$ cat src/rtl/mips_multicycle_datapath.sv
// mips_multicycle_datapath: multi-cycle MIPS subset core on a shared, stallable word memory
module mips_multicycle_datapath #(
    parameter int DW = 32,
    parameter int AW = 8,
    parameter logic [AW-1:0] RESET_PC = '0
) (
    input  logic          clk,
    input  logic          reset,
    output logic          mem_req,
    output logic          mem_we,
    output logic [AW-1:0] mem_addr,
    output logic [DW-1:0] mem_wdata,
    input  logic [DW-1:0] mem_rdata,
    input  logic          mem_ready,
    output logic [AW-1:0] pc,
    output logic          retire,
    output logic          error
);
    typedef enum logic [2:0] {FETCH, DECODE, EXEC, MEM, WB, ERR} state_t;
    state_t state_q, state_d;
    logic [AW-1:0] pc_q, pc_d;
    logic [31:0] ir_q, ir_d;
    logic [DW-1:0] a_q, a_d, b_q, b_d, alu_q, alu_d, mdr_q, mdr_d;
    logic [DW-1:0] rf_q [32];
    logic [DW-1:0] rf_d [32];
    logic [5:0] op, funct;
    logic [4:0] rs, rt, rd, wa;
    logic [DW-1:0] imm, opb, alu_res;
    logic is_r, is_j, is_jal, is_jr, is_beq, is_lw, is_sw, is_ctl, legal;

    assign op = ir_q[31:26];
    assign rs = ir_q[25:21];
    assign rt = ir_q[20:16];
    assign rd = ir_q[15:11];
    assign funct = ir_q[5:0];
    assign imm = {{(DW-16){ir_q[15]}}, ir_q[15:0]};
    assign is_r = op == 6'h00;
    assign is_j = op == 6'h02;
    assign is_jal = op == 6'h03;
    assign is_jr = is_r && funct == 6'h08;
    assign is_beq = op == 6'h04;
    assign is_lw = op == 6'h23;
    assign is_sw = op == 6'h2B;
    assign is_ctl = is_j || is_jal || is_jr;
    assign legal = is_r ? funct inside {6'h20, 6'h22, 6'h24, 6'h25, 6'h2A, 6'h08}
                        : op inside {6'h02, 6'h03, 6'h04, 6'h08, 6'h23, 6'h2B};
    assign wa = is_r ? rd : rt;
    assign opb = is_r ? b_q : imm;
    // non-R ops (addi, lw/sw address) always add
    assign alu_res = (!is_r || funct == 6'h20) ? a_q + opb :
                     funct == 6'h22 ? a_q - opb :
                     funct == 6'h24 ? a_q & opb :
                     funct == 6'h25 ? a_q | opb :
                     {{(DW-1){1'b0}}, $signed(a_q) < $signed(opb)};

    assign mem_req = state_q == FETCH || state_q == MEM;
    assign mem_we = state_q == MEM && is_sw;
    assign mem_addr = state_q == MEM ? alu_q[AW-1:0] : pc_q;
    assign mem_wdata = b_q;
    assign pc = pc_q;
    assign error = state_q == ERR;
    assign retire = (state_q == DECODE && is_ctl) || (state_q == EXEC && is_beq) ||
                    (state_q == MEM && is_sw && mem_ready) || state_q == WB;

    // next-state and datapath updates; rf slot 0 is never written so it reads as zero
    always_comb begin
        state_d = state_q;
        pc_d = pc_q;
        ir_d = ir_q;
        a_d = a_q;
        b_d = b_q;
        alu_d = alu_q;
        mdr_d = mdr_q;
        rf_d = rf_q;
        case (state_q)
            FETCH: if (mem_ready) begin
                ir_d = mem_rdata[31:0];
                pc_d = pc_q + AW'(1);
                state_d = DECODE;
            end
            DECODE: begin
                a_d = rf_q[rs];
                b_d = rf_q[rt];
                state_d = !legal ? ERR : is_ctl ? FETCH : EXEC;
                if (is_j || is_jal) pc_d = ir_q[AW-1:0];
                if (is_jr) pc_d = rf_q[rs][AW-1:0];
                if (is_jal) rf_d[31] = DW'(pc_q);
            end
            EXEC: begin
                alu_d = alu_res;
                state_d = is_beq ? FETCH : (is_lw || is_sw) ? MEM : WB;
                if (is_beq && a_q == b_q) pc_d = pc_q + imm[AW-1:0];
            end
            MEM: if (mem_ready) begin
                mdr_d = mem_rdata;
                state_d = is_lw ? WB : FETCH;
            end
            WB: begin
                state_d = FETCH;
                if (wa != 5'd0) rf_d[wa] = is_lw ? mdr_q : alu_q;
            end
            default: ;
        endcase
    end

    // state and datapath registers; reset overrides any in-flight access
    always_ff @(posedge clk) begin
        if (reset) begin
            state_q <= FETCH;
            pc_q <= RESET_PC;
            ir_q <= '0;
            a_q <= '0;
            b_q <= '0;
            alu_q <= '0;
            mdr_q <= '0;
            for (int i = 0; i < 32; i++) rf_q[i] <= '0;
        end else begin
            state_q <= state_d;
            pc_q <= pc_d;
            ir_q <= ir_d;
            a_q <= a_d;
            b_q <= b_d;
            alu_q <= alu_d;
            mdr_q <= mdr_d;
            rf_q <= rf_d;
        end
    end
endmodule

$ cat config.mk
export PLATFORM = sky130hd
export DESIGN_NAME = mips_multicycle_datapath
export DESIGN_NICKNAME = d
export VERILOG_FILES = /design/src/rtl/mips_multicycle_datapath.sv
export SDC_FILE = /design/constraint.sdc
export NUM_CORES = 2
export LEC_CHECK = 0
export CAP_MARGIN = 20
export CORE_UTILIZATION = 45
export CTS_CLUSTER_SIZE = 28
export DETAILED_ROUTE_END_ITERATION = 6
export GPL_ROUTABILITY_DRIVEN = 0
export SLEW_MARGIN = 20
export SYNTH_ARGS = -nofsm -noshare
export SYNTH_HDL_FRONTEND = slang
export SYNTH_SLANG_ARGS = --single-unit
export TNS_END_PERCENT = 10
$ cat constraint.sdc
create_clock -name clk -period 10 [get_ports clk]
set_input_delay 1.5 -clock clk [delete_from_list [all_inputs] [get_ports clk]]
set_output_delay 1.5 -clock clk [all_outputs]
set_load 0.005 [all_outputs]
After elaboration in Yosys (flattened, before gate mapping)

Index checks and enable logic that the tools add are counted.
Widths: inputs -> output; s select.

Add/subtract/negate cells: 4
Multipliers: 0
Div/mod/pow operators: 0
Magnitude comparators: 5
Eq/ne operators: 24
Shift-type cells: 0
Muxes and demuxes: 34
Bitwise logic cells: 5
Reductions and logical operators: 30

Operator list:

| operator            | count |
|---|---|
| $bwmux 1024         | 1 |
| $mux 32             | 13 |
| $bmux 32 s5         | 2 |
| $demux 32 s5        | 1 |
| $pmux 32 s2         | 1 |
| $eq 6x6->1 const B  | 7 |
| $mux 8              | 5 |
| $add 32x32->32      | 1 |
| $and 32x32->32      | 1 |
| $eq 32x32->1        | 1 |
| $lt 32x32->1        | 1 |
| $or 32x32->32       | 1 |
| $sub 32x32->32      | 1 |
| $pmux 8 s3          | 1 |
| $ge 6x6->1 const B  | 3 |
| $mux 3              | 6 |
| $not 5->6           | 3 |
| $pmux 3 s5          | 1 |
| $eq 6x2->1 const B  | 2 |
| $eq 6x4->1 const B  | 2 |
| $reduce_bool 6->1   | 2 |
| $reduce_bool 5->1   | 2 |
| $add 8x1->8 const B | 1 |
| $add 8x8->8         | 1 |
| 21 further kinds    | 42 |

Register bits: 1195
Latch bits: 0
Memory bits (writable): 0
Bits in read-only memories: 0
Input bits: 35
Word-level logic and storage cells: 141
Memories kept: 0

Logic depth before layout (Yosys ltp)

Depth in word-level cells: 10
Depth in mapped cells: 22
Depth with buffers taken out: 16

Worst setup path after synthesis

No wires, ideal clock.

Kind: reg2reg
Start point: register ir_q[29]
End point: register alu_q[29]
Library setup time: 103 ps
Arrival: 4252 ps
Required time: 9897 ps
Slack: 5644 ps
Stages on the path, launching flop included: 21
Buffers on the path: 6
Clock period less this slack: 4356 ps
Path through: dfxtp_1 > buf_6 > nor3_4 > and3b_1 > buf_4 > buf_6 > buf_2 > buf_1 > mux2_2 > inv_1 > ha_1 > buf_2 > o21a_1 > o211a_1 > nand3_1 > a31oi_1 > a2111oi_4 > a211oi_2 > a21o_1 > xnor2_1 > a2111oi_2

Word-level cells in the longest chain between the ends: 7

RTL lines:

| what                                                                   | RTL line | RTL |
|---|---|---|
| from (decl)                                                            | 22       | `logic [31:0] ir_q, ir_d;` |
| from (signal assigned)                                                 | 120      | `ir_q <= ir_d;` |
| $logic_not 6->1 (*)                                                    | 37       | `assign is_r = op == 6'h00;` |
| parallel branches: the longest is 5 deep, another holds $sub 32x32->32 | -        |  |
| $mux 32 (*)                                                            | 50       | `assign alu_res = (!is_r \|\| funct == 6'h20) ? a_q + opb :` |
| to (signal assigned)                                                   | 123      | `alu_q <= alu_d;` |
| to (decl)                                                              | 23       | `logic [DW-1:0] a_q, a_d, b_q, b_d, alu_q, alu_d, mdr_q, mdr_d;` |

Every way passes the cells marked *.
A chain may end at the register's enable or synchronous reset.

Worst setup path in the final report

Start point: register ir_q[29]
End point: register alu_q[22]

Same word-level chain as after synthesis.

==> impl_metrics.toml <==
[status]
status = "completed"

[timing]
setup_viol = 0
final_max_slew_viol_count = 0
hold_viol = 0
finClkSkew_ns = 0.0285
worst_pin_slew_ns = 1.20
fin_crit_sh = 0.532
tns_ns = 0
rsz0062_at_grt = "false"
layout_min_cycle_time_ns = 5.32
max_freq_ghz = 0.188
max-slew-margin-rel = 0.202
holdWs_ns = 0.463

[power]
ir_drop_mv = 0.191
leakagePower_nw = 21.0
p_sw_frac = 0.298
p_seq_frac = 0.415
intPower_mw = 8.61
power_density_mw_per_mm2 = 178
p_sw_mw = 3.66
clock_power_share = 0.415
pwr-share-comb = 0.170

[yosys]
yosys_most_used_dff = "dfxtp_1"
syn_nets = 6214
netlist_area_mm2 = 0.0625
async_flop_share = 0
synth.yosys.warnings = 0
syn-instance-count = 6073
synth_seq_area_share = 0.383
yosysUniqueCellTypes = 83
synth.avg_cell_area_um2 = 10.3
synth-edff-count = 0
ys_seq_elements = 1195

[floorplan]
coreArea_mm2 = 0.138
rows = 136
initial_core_util = 0.454
die_y_um = 375
dieArea_mm2 = 0.140
fp.dieW_um = 375
io_pins = 87

[layout]
drive_gt1_frac = 0.190
final_nets = 5882
n_fill_cell = 12372
area_delta_synth_final_pct = 10.2
design_area_mm2 = 0.0689
final_common_cell = "nor2_1"
final_cell_mix = "nor2_1 (1185), dfxtp_1 (1184), a211oi_1 (1041), mux4_2 (640), nand2_1 (210)"

[grt]
overflow = 0
grt_max_degree = 195
grt_pass1_vias = 47022
antenna_found_initial = 2
grt_pass1_wl_mm = 312
grt_use_total = 0.295

[cts]
cts_tree = "yes"
postCtsSetupBuffers = 0
cts_root_buf = "clkbuf_16"
cts_resized = 0
htree_levels = 4
cts.clk_slew.worst_paths_ns = 0.06
cts.path.max_buffers = 3
clock-sinks = 1195
cts_made_buffers = 133
clkLatencyLatePin_ns = 0.79
hold_buffers = 0

[critical_path]
cp_max_fo = 54
arrival_ns = 5.94
critPathCaptureType = "flop"
start_kind = "flop"
crit_required_ns = 10.62
critPathKind = "flop to flop"

[routing]
vias = 49267
routed_wl_mm = 210
avgViaCountPerCell = 6.45
drc = 0
wl_per_cell_um = 27.5
antenna_left = 0
drtIter0Drc = 5781
drt-pass1-iter-count = 5

[run]
cap_viol_max_count = 0

[placed_design]
dp_hpwl_mm = 123
port_buffers = 86
post_dp_cell_area_mm2 = 0.0644

[hold_path]
hp-class = "flop to flop"
routing by layer:
layer / part of all wire / GRT usage / vias up
met3: 0.082 / 0.0519 / 409
met2: 0.46 / 0.468 / 2167
met1: 0.43 / 0.408 / 24545
li1: - / - / 22146
met4: 0.032 / 0.0952 / 0
met5: 0 / 0 / -
layout make-up:
cell class,instances,area (µm²),share of cell area
clock buffers,196,3970,0.0577
well taps,1794,2240,0.0326
inverters,109,409,0.00594
diodes,1,2.50,0.0000363
repair buffers,206,1960,0.0284
flip-flops and latches,1195,24000,0.348
clock inverters,41,520,0.00756
multi-input cells,4096,35800,0.520
logic make-up after synthesis:
logic type	Yosys count	synth area share
muxes	763	0.251
adders and majority gates	106	0.0216
DFF	1195	0.383
AOI/OAI and AO/OA	1502	0.174
buffers and inverters	782	0.0507
xor gates and xnor gates	63	0.00883
and+or+nand+nor	1662	0.111
flip-flops by register name (all words and copies together), names as in the netlist:
name	cells
mdr_q	32
a_q	32
pc	8
alu_q	32
mem_wdata	32
rf_q	1024
ir_q	32
state_q	3
synthesized netlist by cell type (37+ instances only):
cell      instances  area [µm²]
dfxtp_1        1195       23900
a21oi_1         188         941
inv_1           108         405
a21o_1           37         278
mux4_2          640       14400
nor2_1         1185        4450
ha_1            103        1290
o21ai_0          63         315
nor2b_1          44         275
a211oi_1       1041        7820
nor3_1           78         390
xor2_1           38         333
buf_1            42         158
mux2i_1          96         961
buf_2           160         801
clkbuf_1        463        1740
nand2_1         212         796
power by group through the flow:
stage	Sequential [mW]	Combinational [mW]	Clock, mW
2_1_floorplan	5.02	1.50	0
3_3_place_gp	5.19	2.03	0
3_5_place_dp	5.19	2.04	0
4_1_cts	5.08	2.05	5.14
5_1_grt	5.09	2.23	5.34
6_report	5.09	2.08	5.09
worst max-delay path, stage by stage (launching register included):
cell and delay (ns):
dfxtp_1 0.40, nor3_4 0.27, and3b_2 0.25, buf_4 0.58
o21ai_0 0.29, ha_1 0.32, fa_1 0.47, a211oi_1 0.31
nor2_1 0.14, a2111oi_0 0.59, o21ai_0 0.33, o311ai_1 0.48
a21oi_1 0.15, xor2_1 0.16, a221oi_1 0.30, nor3_1 0.09
stage by stage:
step / std cells / worst slack, ns / utilization / total power [mW]
finish: 7638 / 4.68 / 0.500 / 12.3
global route: 7637 / 4.47 / 0.500 / 12.7
CTS: 7637 / 4.78 / 0.500 / 12.3
detailed placement: 7400 / 4.84 / 0.468 / 7.23
global placement: 7395 / 4.87 / 0.467 / 7.22
floorplan: 6073 / 5.64 / - / 6.52
final timing paths:
path | from | end | slack [ns] | cells after the start
max | ir_q[29] | alu_q[22] | 4.68 | 15
min | ir_q[8] | ir_q[8] | 0.46 | 2
max reg2reg | ir_q[29] | alu_q[22] | 4.68 | 15
min reg2reg | ir_q[8] | ir_q[8] | 0.46 | 2
Power figures use the tool's default switching activity.
